[config.mk]
export PLATFORM = sky130hd
export DESIGN_NAME = lfsr_rr_sched
export DESIGN_NICKNAME = d
export VERILOG_FILES = /design/src/rtl/lfsr_pkg.sv /design/src/rtl/lfsr_rr_sched_rr_arbiter.sv /design/src/rtl/lfsr_rr_sched.sv
export SDC_FILE = /design/constraint.sdc
export NUM_CORES = 1
export LEC_CHECK = 0
export BUFFER_PORTS_ARGS = -buffer_cell sky130_fd_sc_hd__buf_2
export CORE_MARGIN = 2
export CORE_UTILIZATION = 55
export DETAILED_ROUTE_END_ITERATION = 6
export PLACE_DENSITY = 0.87
export SYNTH_ARGS = -nofsm -noshare
export SYNTH_HDL_FRONTEND = slang
export SYNTH_HIERARCHICAL = 1
export SYNTH_SLANG_ARGS = --single-unit
[constraint.sdc]
create_clock -name clk -period 5.4 [get_ports clk]
set_clock_uncertainty 0.15 [all_clocks]
set_input_delay 1.08 -clock clk [delete_from_list [all_inputs] [get_ports clk]]
set_output_delay 1.08 -clock clk [all_outputs]
set_load 0.02 [all_outputs]
[src/rtl/lfsr_pkg.sv]
// Shared definitions for the LFSR word scheduler and any standalone LFSR
// block: word width, default feedback mask and seed, the scheduler FSM
// state type, and the single-step Galois LFSR function.
package lfsr_pkg;

  localparam int LFSR_W = 32;

  // x^32 + x^22 + x^2 + x + 1
  localparam logic [LFSR_W-1:0] LFSR_TAPS_DEFAULT = 32'h80200003;
  localparam logic [LFSR_W-1:0] LFSR_SEED_DEFAULT = 32'h00000001;

  typedef enum logic {
    WARMUP = 1'b0,
    SERVE  = 1'b1
  } sched_state_e;

  // One Galois step: shift right, fold the mask in when a one falls out.
  function automatic logic [LFSR_W-1:0] lfsr_step(
    input logic [LFSR_W-1:0] state,
    input logic [LFSR_W-1:0] taps
  );
    logic [LFSR_W-1:0] shifted;
    shifted = state >> 1;
    return state[0] ? (shifted ^ taps) : shifted;
  endfunction

endpackage

[src/rtl/lfsr_rr_sched_rr_arbiter.sv]
// Round-robin arbiter. Picks the first asserted request at or after ptr,
// searching upward modulo N_REQ. Purely combinational.
// Ports:
//   req    - request vector
//   ptr    - highest-priority index for this cycle
//   en     - when low, no grant is issued
//   gnt    - one-hot grant (all zero if no winner)
//   winner - index of the granted requester (0 when gnt is zero)
module rr_arbiter #(
  parameter int N_REQ = 4,
  parameter int PTR_W = (N_REQ > 1) ? $clog2(N_REQ) : 1
) (
  input  logic [N_REQ-1:0] req,
  input  logic [PTR_W-1:0] ptr,
  input  logic             en,
  output logic [N_REQ-1:0] gnt,
  output logic [PTR_W-1:0] winner
);

  int               idx;
  logic [PTR_W-1:0] sel;
  logic             found;

  // Walk the requesters starting at ptr; the first hit wins and masks the rest.
  always_comb begin
    gnt    = '0;
    winner = '0;
    found  = 1'b0;
    idx    = 0;
    sel    = '0;
    for (int i = 0; i < N_REQ; i++) begin
      idx = int'(ptr) + i;
      if (idx >= N_REQ) idx = idx - N_REQ;
      sel = PTR_W'(idx);
      if (en && !found && req[sel]) begin
        found    = 1'b1;
        gnt[sel] = 1'b1;
        winner   = sel;
      end
    end
  end

endmodule

[src/rtl/lfsr_rr_sched.sv]
// LFSR word scheduler: owns a 32-bit Galois LFSR and hands its words out to
// N_REQ requesters in round-robin order. After reset or a reseed the LFSR is
// stepped WARMUP_STEPS times before any word is served. Every grant consumes
// the current word and advances the LFSR by one step.
// Ports:
//   clk, reset_n  - rising-edge clock, asynchronous active-low reset
//   req_i         - level requests, one word per granted cycle
//   gnt_o         - one-hot combinational grant; req & gnt = transfer
//   rnd_o         - current LFSR word, valid whenever gnt_o != 0
//   seed_we_i     - load seed_i this cycle (beats any request)
//   seed_i        - new seed; zero is replaced by SEED_DEFAULT
//   busy_o        - high while warming up
//   served_cnt_o  - words delivered since reset, wraps at 16 bits
module lfsr_rr_sched
  import lfsr_pkg::*;
#(
  parameter int                N_REQ        = 4,
  parameter logic [LFSR_W-1:0] TAPS         = LFSR_TAPS_DEFAULT,
  parameter logic [LFSR_W-1:0] SEED_DEFAULT = LFSR_SEED_DEFAULT,
  parameter int                WARMUP_STEPS = 16
) (
  input  logic              clk,
  input  logic              reset_n,
  input  logic [N_REQ-1:0]  req_i,
  output logic [N_REQ-1:0]  gnt_o,
  output logic [LFSR_W-1:0] rnd_o,
  input  logic              seed_we_i,
  input  logic [LFSR_W-1:0] seed_i,
  output logic              busy_o,
  output logic [15:0]       served_cnt_o
);

  localparam int               PTR_W      = (N_REQ > 1) ? $clog2(N_REQ) : 1;
  localparam logic [PTR_W-1:0] PTR_LAST   = PTR_W'(N_REQ - 1);
  localparam logic [15:0]      WARM_LAST  = (WARMUP_STEPS > 0) ? 16'(WARMUP_STEPS - 1) : 16'd0;
  // With no warm-up configured, reset and reseed land straight in SERVE.
  localparam sched_state_e     START_STATE = (WARMUP_STEPS == 0) ? SERVE : WARMUP;

  sched_state_e      state_q, state_d;
  logic [LFSR_W-1:0] lfsr_q, lfsr_d;
  logic [15:0]       warm_cnt_q, warm_cnt_d;
  logic [PTR_W-1:0]  rr_ptr_q, rr_ptr_d;
  logic [15:0]       served_q, served_d;

  logic              arb_en;
  logic [N_REQ-1:0]  arb_gnt;
  logic [PTR_W-1:0]  arb_winner;

  // Grants only in SERVE, never alongside a seed load, and never while reset
  // is asserted (the grant path is combinational).
  assign arb_en = reset_n && (state_q == SERVE) && !seed_we_i;

  rr_arbiter #(
    .N_REQ (N_REQ),
    .PTR_W (PTR_W)
  ) u_arb (
    .req    (req_i),
    .ptr    (rr_ptr_q),
    .en     (arb_en),
    .gnt    (arb_gnt),
    .winner (arb_winner)
  );

  assign gnt_o        = arb_gnt;
  assign rnd_o        = lfsr_q;
  assign busy_o       = (state_q != SERVE);
  assign served_cnt_o = served_q;

  // Next-state logic. A seed load overrides everything else; a zero seed is
  // swapped for SEED_DEFAULT so the LFSR can never lock up at zero.
  always_comb begin
    state_d    = state_q;
    lfsr_d     = lfsr_q;
    warm_cnt_d = warm_cnt_q;
    rr_ptr_d   = rr_ptr_q;
    served_d   = served_q;

    if (seed_we_i) begin
      lfsr_d     = (seed_i == '0) ? SEED_DEFAULT : seed_i;
      state_d    = START_STATE;
      warm_cnt_d = '0;
    end else begin
      unique case (state_q)
        WARMUP: begin
          lfsr_d     = lfsr_step(lfsr_q, TAPS);
          warm_cnt_d = warm_cnt_q + 16'd1;
          if (warm_cnt_q == WARM_LAST) state_d = SERVE;
        end
        SERVE: begin
          if (arb_gnt != '0) begin
            lfsr_d   = lfsr_step(lfsr_q, TAPS);
            rr_ptr_d = (arb_winner == PTR_LAST) ? '0 : arb_winner + PTR_W'(1);
            served_d = served_q + 16'd1;
          end
        end
        default: state_d = START_STATE;
      endcase
    end
  end

  always_ff @(posedge clk or negedge reset_n) begin
    if (!reset_n) begin
      state_q    <= START_STATE;
      lfsr_q     <= SEED_DEFAULT;
      warm_cnt_q <= '0;
      rr_ptr_q   <= '0;
      served_q   <= '0;
    end else begin
      state_q    <= state_d;
      lfsr_q     <= lfsr_d;
      warm_cnt_q <= warm_cnt_d;
      rr_ptr_q   <= rr_ptr_d;
      served_q   <= served_d;
    end
  end

endmodule

==> After elaboration in Yosys (flattened, before gate mapping) <==
Index checks and enable logic that the tools add are counted.
{ "op_classes": {"addsub": 10, "n_lt_le_gt_ge": 12, "n_eq_ne": 4, "mux": 42, "bitwise": 6, "reduce_logical": 20} }
{ "ops": {"columns": ["operator", "n"], "rows": [
  ["2-to-1 mux 32 bit", 4],
  ["one-hot mux 32 bit (2 select lines)", 1],
  ["adder 16 x 1 -> 16 bit (second input constant)", 2],
  ["zero test 32 bit", 1],
  ["2-to-1 mux 16 bit", 2],
  ["2-to-1 mux 2 bit", 9],
  ["equality test 16 x 4 -> 1 bit (second input constant)", 1],
  ["2-to-1 mux 4 bit", 4],
  ["2-to-1 mux 1 bit", 14],
  ["logical AND 1 bit", 13],
  ["less-than comparator 2 x 3 -> 1 bit (second input constant)", 4],
  ["OR 4 bit", 3],
  ["greater-or-equal comparator 3 bit (second input constant)", 3],
  ["binary-select mux 1 bit (select 2 bit)", 4],
  ["demux 1 bit (select 2 bit)", 4],
  ["greater-or-equal comparator 2 x 1 -> 1 bit (second input constant)", 4],
  ["subtractor 2 x 1 -> 2 bit (second input constant)", 4],
  ["adder 2 x 2 -> 3 bit (second input constant)", 2],
  ["zero test 1 bit", 4],
  ["NOT 3 -> 4 bit", 1],
  ["nonzero test 4 bit", 1],
  ["adder 2 x 1 -> 3 bit (second input constant)", 1],
  ["greater-or-equal comparator 2 x 3 -> 1 bit (second input constant)", 1],
  ["inequality test 3 x 2 -> 1 bit (second input constant)", 1],
  ["5 further kinds", 6]
]} }
{ "word_totals": {"regBits": 67, "input_bits": 39, "output_inout_bits": 53, "elab_cells": 99} }

==> Depth between registers and ports, before layout <==
Gate-level depths: netlist (run 1).
{ "depth": {"ltp_word": 22, "mapped_depth": 14} }

==> Hierarchy <==
Netlist (run 1), hierarchy kept.
{ "modules_own_cells": {"columns": ["module", "instances", "cells_per_inst", "area_per_inst_um2", "seq_area_each_um2"], "rows": [
  ["lfsr_rr_sched", 1, 310, 3234.4, 1677.9],
  ["rr_arbiter", 1, 63, 531.8, 0.0]
]} }

==> Worst setup path before layout (run 1) <==
Ideal clock, no wire load.
{ "synth_path": {"path_type": "register to register", "startpoint": "register rr_ptr_q[0]", "endpoint": "register lfsr_q[10] (netlist: rnd_o[10])", "setup_ps": 77, "arrival_ps": 3447, "required_time_ps": 5173, "path_slack_ps": 1725, "stages_incl_launch_ff": 15, "n_path_buf": 4, "path_cell_list": "dfrtp_1 > buf_6 > clkinv_1 > ha_1 > buf_2 > or2_2 > o211ai_1 > o21ai_0 > and3b_2 > a221o_1 > nor4_4 > nand2_2 > buf_6 > buf_2 > a21oi_1"} }
{ "synth_via": {"elab_chain_cells": 20, "word_cells_on_any_way": 65, "classes_between": "add/sub: 7; order compare: 12; eq/ne: 1; mux: 27; bitwise: 3; reduce/logical: 15"} }
{ "synth_lines": {"columns": ["element", "line", "text"], "rows": [
  ["start, declared", "lfsr_rr_sched.sv:42", "logic [PTR_W-1:0] rr_ptr_q, rr_ptr_d;"],
  ["start signal, assigned", "lfsr_rr_sched.sv:112", "rr_ptr_q <= rr_ptr_d;"],
  ["parallel branches: the longest is 17 deep, another holds adder 2 x 1 -> 3 bit", null, null],
  ["2-to-1 mux 4 bit (*)", "lfsr_rr_sched_rr_arbiter.sv:35", "if (en && !found && req[sel]) begin"],
  ["net gnt_o[1]", "lfsr_rr_sched.sv:25", "output logic [N_REQ-1:0] gnt_o,"],
  ["nonzero test 4 bit (*)", "lfsr_rr_sched.sv:90", "if (arb_gnt != '0) begin"],
  ["inequality test 3 x 2 -> 1 bit (no source line) (*)", null, null],
  ["end signal, assigned", "lfsr_rr_sched.sv:110", "lfsr_q <= lfsr_d;"],
  ["end, declared", "lfsr_rr_sched.sv:40", "logic [LFSR_W-1:0] lfsr_q, lfsr_d;"]
]} }
Mark *: on every way through the listed nets, which the timed path passes. The select of a mux whose other input is x is not followed.
A chain may end at the register's enable or synchronous reset.

==> Worst setup path after layout (run 1) <==
{ "layout_path": {"startpoint": "register rr_ptr_q[0]", "endpoint": "register lfsr_q[1] (netlist: rnd_o[1])"} }
{ "layout_via": {"elab_chain_cells": 20, "word_cells_on_any_way": 65, "classes_between": "add/sub: 7; order compare: 12; eq/ne: 1; mux: 27; bitwise: 3; reduce/logical: 15"} }
{ "layout_lines": {"columns": ["element", "line"], "rows": [
  ["parallel branches: the longest is 17 deep, another holds adder 2 x 1 -> 3 bit", null],
  ["2-to-1 mux 4 bit (*)", "lfsr_rr_sched_rr_arbiter.sv:35"],
  ["nonzero test 4 bit (*)", "lfsr_rr_sched.sv:90"],
  ["inequality test 3 x 2 -> 1 bit (no source line) (*)", null]
]} }
Mark *: on every way between the ends. The select of a mux whose other input is x is not followed.

==> flow_summary.json, run 1 <==
{
  "syn2layout_area_growth_pct": 17.87,
  "dp_hpwl_um": 6157,
  "r2r_cells": 10,
  "ys_warn_count": 6,
  "seq_area_frac_synth_pct": 44.55,
  "synth_cell_types": 49,
  "powerDensity_nw_per_um2": 260.8,
  "clkTransAtPathRegs_ps": 80,
  "antenna_found_initial": 0,
  "status": "completed",
  "drive_gt1_share_pct": 27.47,
  "netlist_instances": 373,
  "finalInstanceArea_um2": 4439,
  "ys_ff_latch": 67,
  "final_cell_mix": "buf_2, dfrtp_1, nor2_1",
  "cpMaxStageDelayCell": "nand2_2",
  "synth_area_um2": 3766,
  "critPathRequiredTime_ps": 5470,
  "cts_sinks": 67,
  "cts_resized": 0,
  "die_h_um": 86.75,
  "holdBufCountCts": 0,
  "track_usage_pct": 23.74,
  "cts-root-buf": "clkbuf_8",
  "grt_max_degree": 68,
  "avgSynthCellArea_um2": 10.10,
  "crit_buf_inv": 1,
  "clockBufferDepth": 2,
  "first_global_vias": 3006,
  "r2r_slack_ps": 650,
  "nFillCells": 525,
  "critPathLaunchType": "register",
  "setup_tns_ps": 0,
  "final_common_cell": "buf_2",
  "tightest_slew_ps": 1011,
  "grt_pass1_wl_um": 14150,
  "p_leak_uw": 0.002092,
  "synth_nets": 423,
  "max_clock_freq_ghz": 0.2106,
  "postRouteAntennaNets": 0,
  "final.min_clock_period_ps": 4747,
  "stdcell_count": 546,
  "drv_slew": 0,
  "maxCapViolations": 0,
  "firstDrtPassIters": 4,
  "core_um2": 6719,
  "drcViolationCount": 0,
  "hold_path_depth": 1,
  "criticalPathCategory": "register to register",
  "synth_ff_type": "dfrtp_1",
  "ios": 92,
  "insertion_delay_ps": 340,
  "path_cells": "clkinv_1 -> ha_1 -> or2_2 -> o211ai_1 -> o21ai_0 -> and3b_2 -> a221o_1 -> nor4_4 -> nand2_2 -> mux2_2",
  "ys_async_sr_fraction_pct": 100.0,
  "vias": 3177,
  "worst_path_largest_cell_delay_ps": 700,
  "htree_levels": 3,
  "crit_fanout": 60,
  "cts_tree": "built",
  "crit_family": "simple AND/OR/NAND/NOR gates",
  "multi_input_area_um2": 1972,
  "crit_cells": 10,
  "drt_iter0_markers": 147,
  "seq_area_um2": 1678,
  "initial_core_util_pct": 56.05,
  "antenna_cells": 0,
  "via_per_inst": 5.819,
  "rsz0062_at_grt": "no",
  "placed_cells": 530,
  "nets": 511,
  "die_x_um": 86.75,
  "setup_viol": 0,
  "relSlewSlack_pct": 32.39,
  "wirelength_um": 8651,
  "row_count": 30,
  "cts_setup_buffers": 0,
  "finalHoldViolCount": 0,
  "synth_edf_count": 0,
  "port-buffer-count": 91,
  "ir_drop_v": 0.0001713,
  "worstPathArrival_ps": 4820,
  "routedWlPerCell_um": 15.84,
  "endpoint_kind": "register",
  "gp_congestion": 0.9201,
  "dieArea_um2": 7526,
  "dpl-instance-area_um2": 4239,
  "grt_overflow": 0,
  "period_share_pct": 87.91,
  "cts_made_buffers": 9,
  "hold_path.class": "register to register"
}
power breakdown:
part	internal [µW]	total, µW	switching [µW]
Clock	226	418	193
Combinational	70.1	175	105
Sequential	534	564	30.6
stage by stage:
step                      power, µW  util, %  hold WS (ps)  setup slack, ps
after floorplan               670.6        -         377.4             1725
after global placement        741.6    63.09         306.2            836.2
final                          1158    66.07         348.9            652.6
after CTS                      1162    66.07         348.2            662.0
after global routing           1204    66.07         358.6            268.5
after detailed placement      748.0    63.09         338.0            662.5
registers in the layout (all words and copies together) (netlist names):
register      flops
warm_cnt_q       16
rr_ptr_q          2
served_cnt_o     16
rnd_o            32
state_q           1
final cells by class:
cell class	count	area share [%]
multi-input cells	285	44.42
clock buffers	10	3.100
well taps	80	2.255
flip-flops and latches	67	37.80
inverters	5	0.4228
clock inverters	6	1.409
repair buffers	93	10.60
worst register-to-register path: stages, from the launching register on:
cell	delay [ps]
dfrtp_1	650
clkinv_1	430
ha_1	500
or2_2	310
o211ai_1	90
o21ai_0	100
and3b_2	270
a221o_1	360
nor4_4	560
nand2_2	710
mux2_2	520
per-layer routing:
metal / GRT usage, % / wire, µm / up-vias
met5: 0 / 0 / -
met3: 5.619 / 550 / 15
met4: 8.523 / 142 / 0
met2: 39.93 / 4295 / 110
met1: 29.96 / 3662 / 1530
li1: - / - / 1522
cells in the mapped netlist, types with 2 or more instances:
master	number	area (µm²)
clkbuf_1	5	18.77
mux4_2	2	45.04
o211ai_1	4	30.03
and2_1	2	12.51
o41ai_1	2	17.52
buf_6	4	45.04
xnor2_1	21	183.9
nand2b_1	2	12.51
nor4_1	13	81.33
dfrtp_1	66	1652
nand3_1	11	55.05
mux2i_1	33	330.3
and3_1	2	12.51
a21boi_0	2	15.01
o21ai_0	9	45.04
or3_1	2	12.51
a221o_1	4	40.04
nor2b_1	8	50.05
nor3_1	6	30.03
nand2_1	18	67.56
nor2_1	51	191.4
mux2_2	7	78.83
nor4_2	2	25.02
ha_1	11	137.6
inv_1	4	15.01
xor2_1	8	70.07
nand4_1	13	81.33
a21oi_1	32	160.2
buf_2	6	30.03
a21boi_1	4	30.03
cells by family after synthesis:
| kind of cell | after synthesis | synth area share [%] |
|---|---|---|
| xor gates and xnor gates | 29 | 6.744 |
| DFF | 67 | 44.55 |
| muxes | 43 | 12.46 |
| adders and majority gates | 11 | 3.654 |
| and+or+nand+nor | 139 | 19.04 |
| buffers and inverters | 21 | 3.089 |
| AOI/OAI and AO/OA | 63 | 10.47 |
worst paths after layout:
path	to	start
max	rnd_o[1]	rr_ptr_q[0]
min	served_cnt_o[13]	served_cnt_o[13]
max reg2reg	rnd_o[1]	rr_ptr_q[0]
min reg2reg	served_cnt_o[13]	served_cnt_o[13]
max in group asynchronous	served_cnt_o[15]	reset_n
min in group asynchronous	rnd_o[26]	reset_n
Power figures use the tool's default switching activity.
==> inputs of run 2 (changes only) <==
- CORE_UTILIZATION: 55 -> 34
- PLACE_DENSITY: 0.87 -> 0.6
==> flow_summary.json, run 2 (synthesis gave the netlist of run 1 again) <==
{
  "status": "completed",
  "track_usage_pct": 16.27,
  "grt_overflow": 0,
  "drt_iter0_markers": 121,
  "gp_congestion": 0.8029,
  "initial_core_util_pct": 34.74,
  "hold_path.class": "register to register",
  "via_per_inst": 5.160,
  "worstPathArrival_ps": 4630,
  "die_h_um": 109.2,
  "firstDrtPassIters": 4,
  "tightest_slew_ps": 866.3,
  "vias": 3132,
  "first_global_vias": 3137,
  "max_clock_freq_ghz": 0.2196,
  "pre_cts_ws_ps": 830.9,
  "p_leak_uw": 0.002092,
  "dp_hpwl_um": 6485,
  "postRouteAntennaNets": 0,
  "crit_fanout": 31,
  "period_share_pct": 84.34,
  "critPathRequiredTime_ps": 5480,
  "port-buffer-count": 91,
  "clkTransAtPathRegs_ps": 80,
  "multi_input_area_um2": 1972,
  "rsz0062_at_grt": "no",
  "maxCapViolations": 0,
  "holdBufCountCts": 0,
  "seq_area_um2": 1678,
  "die_x_um": 109.2,
  "highest_layer": "met4",
  "relSlewSlack_pct": 42.25,
  "path_cells": "clkinv_1 -> ha_1 -> or2_2 -> o211ai_1 -> o21ai_0 -> and3b_2 -> a221o_1 -> nor4_4 -> nand2_2 -> buf_4 -> nor2_1 -> a21oi_1",
  "wl_met3_um": 637,
  "grt_max_degree": 68,
  "criticalPathCategory": "register to register",
  "cts_made_buffers": 9,
  "cts_resized": 0,
  "drive_gt1_share_pct": 27.62,
  "core_um2": 10840,
  "final.min_clock_period_ps": 4554,
  "wl_met2_um": 4344,
  "drcViolationCount": 0,
  "insertion_delay_ps": 340,
  "final_common_cell": "buf_2",
  "cts_sinks": 67,
  "antenna_cells": 0,
  "drt-met1-wl_um": 4006,
  "final_cell_mix": "buf_2, dfrtp_1, nor2_1",
  "grt_pass1_wl_um": 15260,
  "finalHoldViolCount": 0,
  "drv_slew": 0,
  "nets": 512,
  "cts_tree": "built",
  "routedWlPerCell_um": 14.99,
  "powerDensity_nw_per_um2": 258.8,
  "ir_drop_v": 0.0001667,
  "largest_reg_flops": 32,
  "htree_levels": 3,
  "setup_viol": 0,
  "setup_tns_ps": 0,
  "worst_path_largest_cell_delay_ps": 670,
  "cpMaxStageDelayCell": "dfrtp_1",
  "wirelength_um": 9099,
  "cts_setup_buffers": 0,
  "dieArea_um2": 11930,
  "nFillCells": 1077,
  "row_count": 38,
  "holdWs_ps": 316.4,
  "ios": 92,
  "worst_slack_ps": 845.5,
  "antenna_found_initial": 0,
  "syn2layout_area_growth_pct": 20.13,
  "cts-root-buf": "clkbuf_8",
  "critPathLaunchType": "register",
  "endpoint_kind": "register",
  "clockBufferDepth": 2
}
## run 2: per-layer routing
metal	up-vias	global-route usage, %
met5	-	0
met4	0	4.702
met3	9	5.977
met2	103	26.49
met1	1501	20.26
li1	1519	-
## run 2: critical path, delay by kind of cell, from the launching register on
kind / cells / cell delay [ps]
AO/OA/AOI/OAI: 4 / 590
adder cells (fa/ha/maj): 1 / 500
buffers and inverters: 2 / 800
flip-flops: 1 / 670
AND/OR/NAND/NOR: 5 / 1710
## run 2: stage by stage
stage | power (µW) | cells | instance area (µm²) | utilization [%]
after floorplan | 670.6 | 373 | 3766 | -
after global placement | 748.3 | 591 | 4322 | 39.87
after detailed placement | 751.2 | 591 | 4322 | 39.87
after CTS | 1186 | 607 | 4524 | 41.74
after global routing | 1229 | 607 | 4524 | 41.74
final | 1171 | 607 | 4524 | 41.74
## run 2: final timing paths
check / slack (ps) / cells past startpoint / startpoint / to
setup reg to reg: 850 / 12 / rr_ptr_q[0] / rnd_o[10]
hold reg to reg: 320 / 1 / served_cnt_o[15] / served_cnt_o[15]
min in group asynchronous: 840 / 2 / reset_n / served_cnt_o[14]
max in group asynchronous: 3700 / 2 / reset_n / warm_cnt_q[13]
setup / recovery: 850 / 12 / rr_ptr_q[0] / rnd_o[10]
hold / removal: 320 / 1 / served_cnt_o[15] / served_cnt_o[15]
## run 2: final cells by class
cell class                      count  area share (%)
Multi-Input combinational cell    285           43.58
Sequential cell                    67           37.09
Timing Repair Buffer               94           10.56
Tap cell                          140           3.872
Clock buffer                       10           3.042
Clock inverter                      6           1.438
Inverter                            5          0.4148
## run 2: power breakdown
part	total [µW]	leakage (µW)	switching, µW	internal, µW
Clock	432	0.000102	206	226
Combinational	176	0.00113	105	70.1
Sequential	563	0.000858	29.9	533
Total	1170	0.00209	342	829
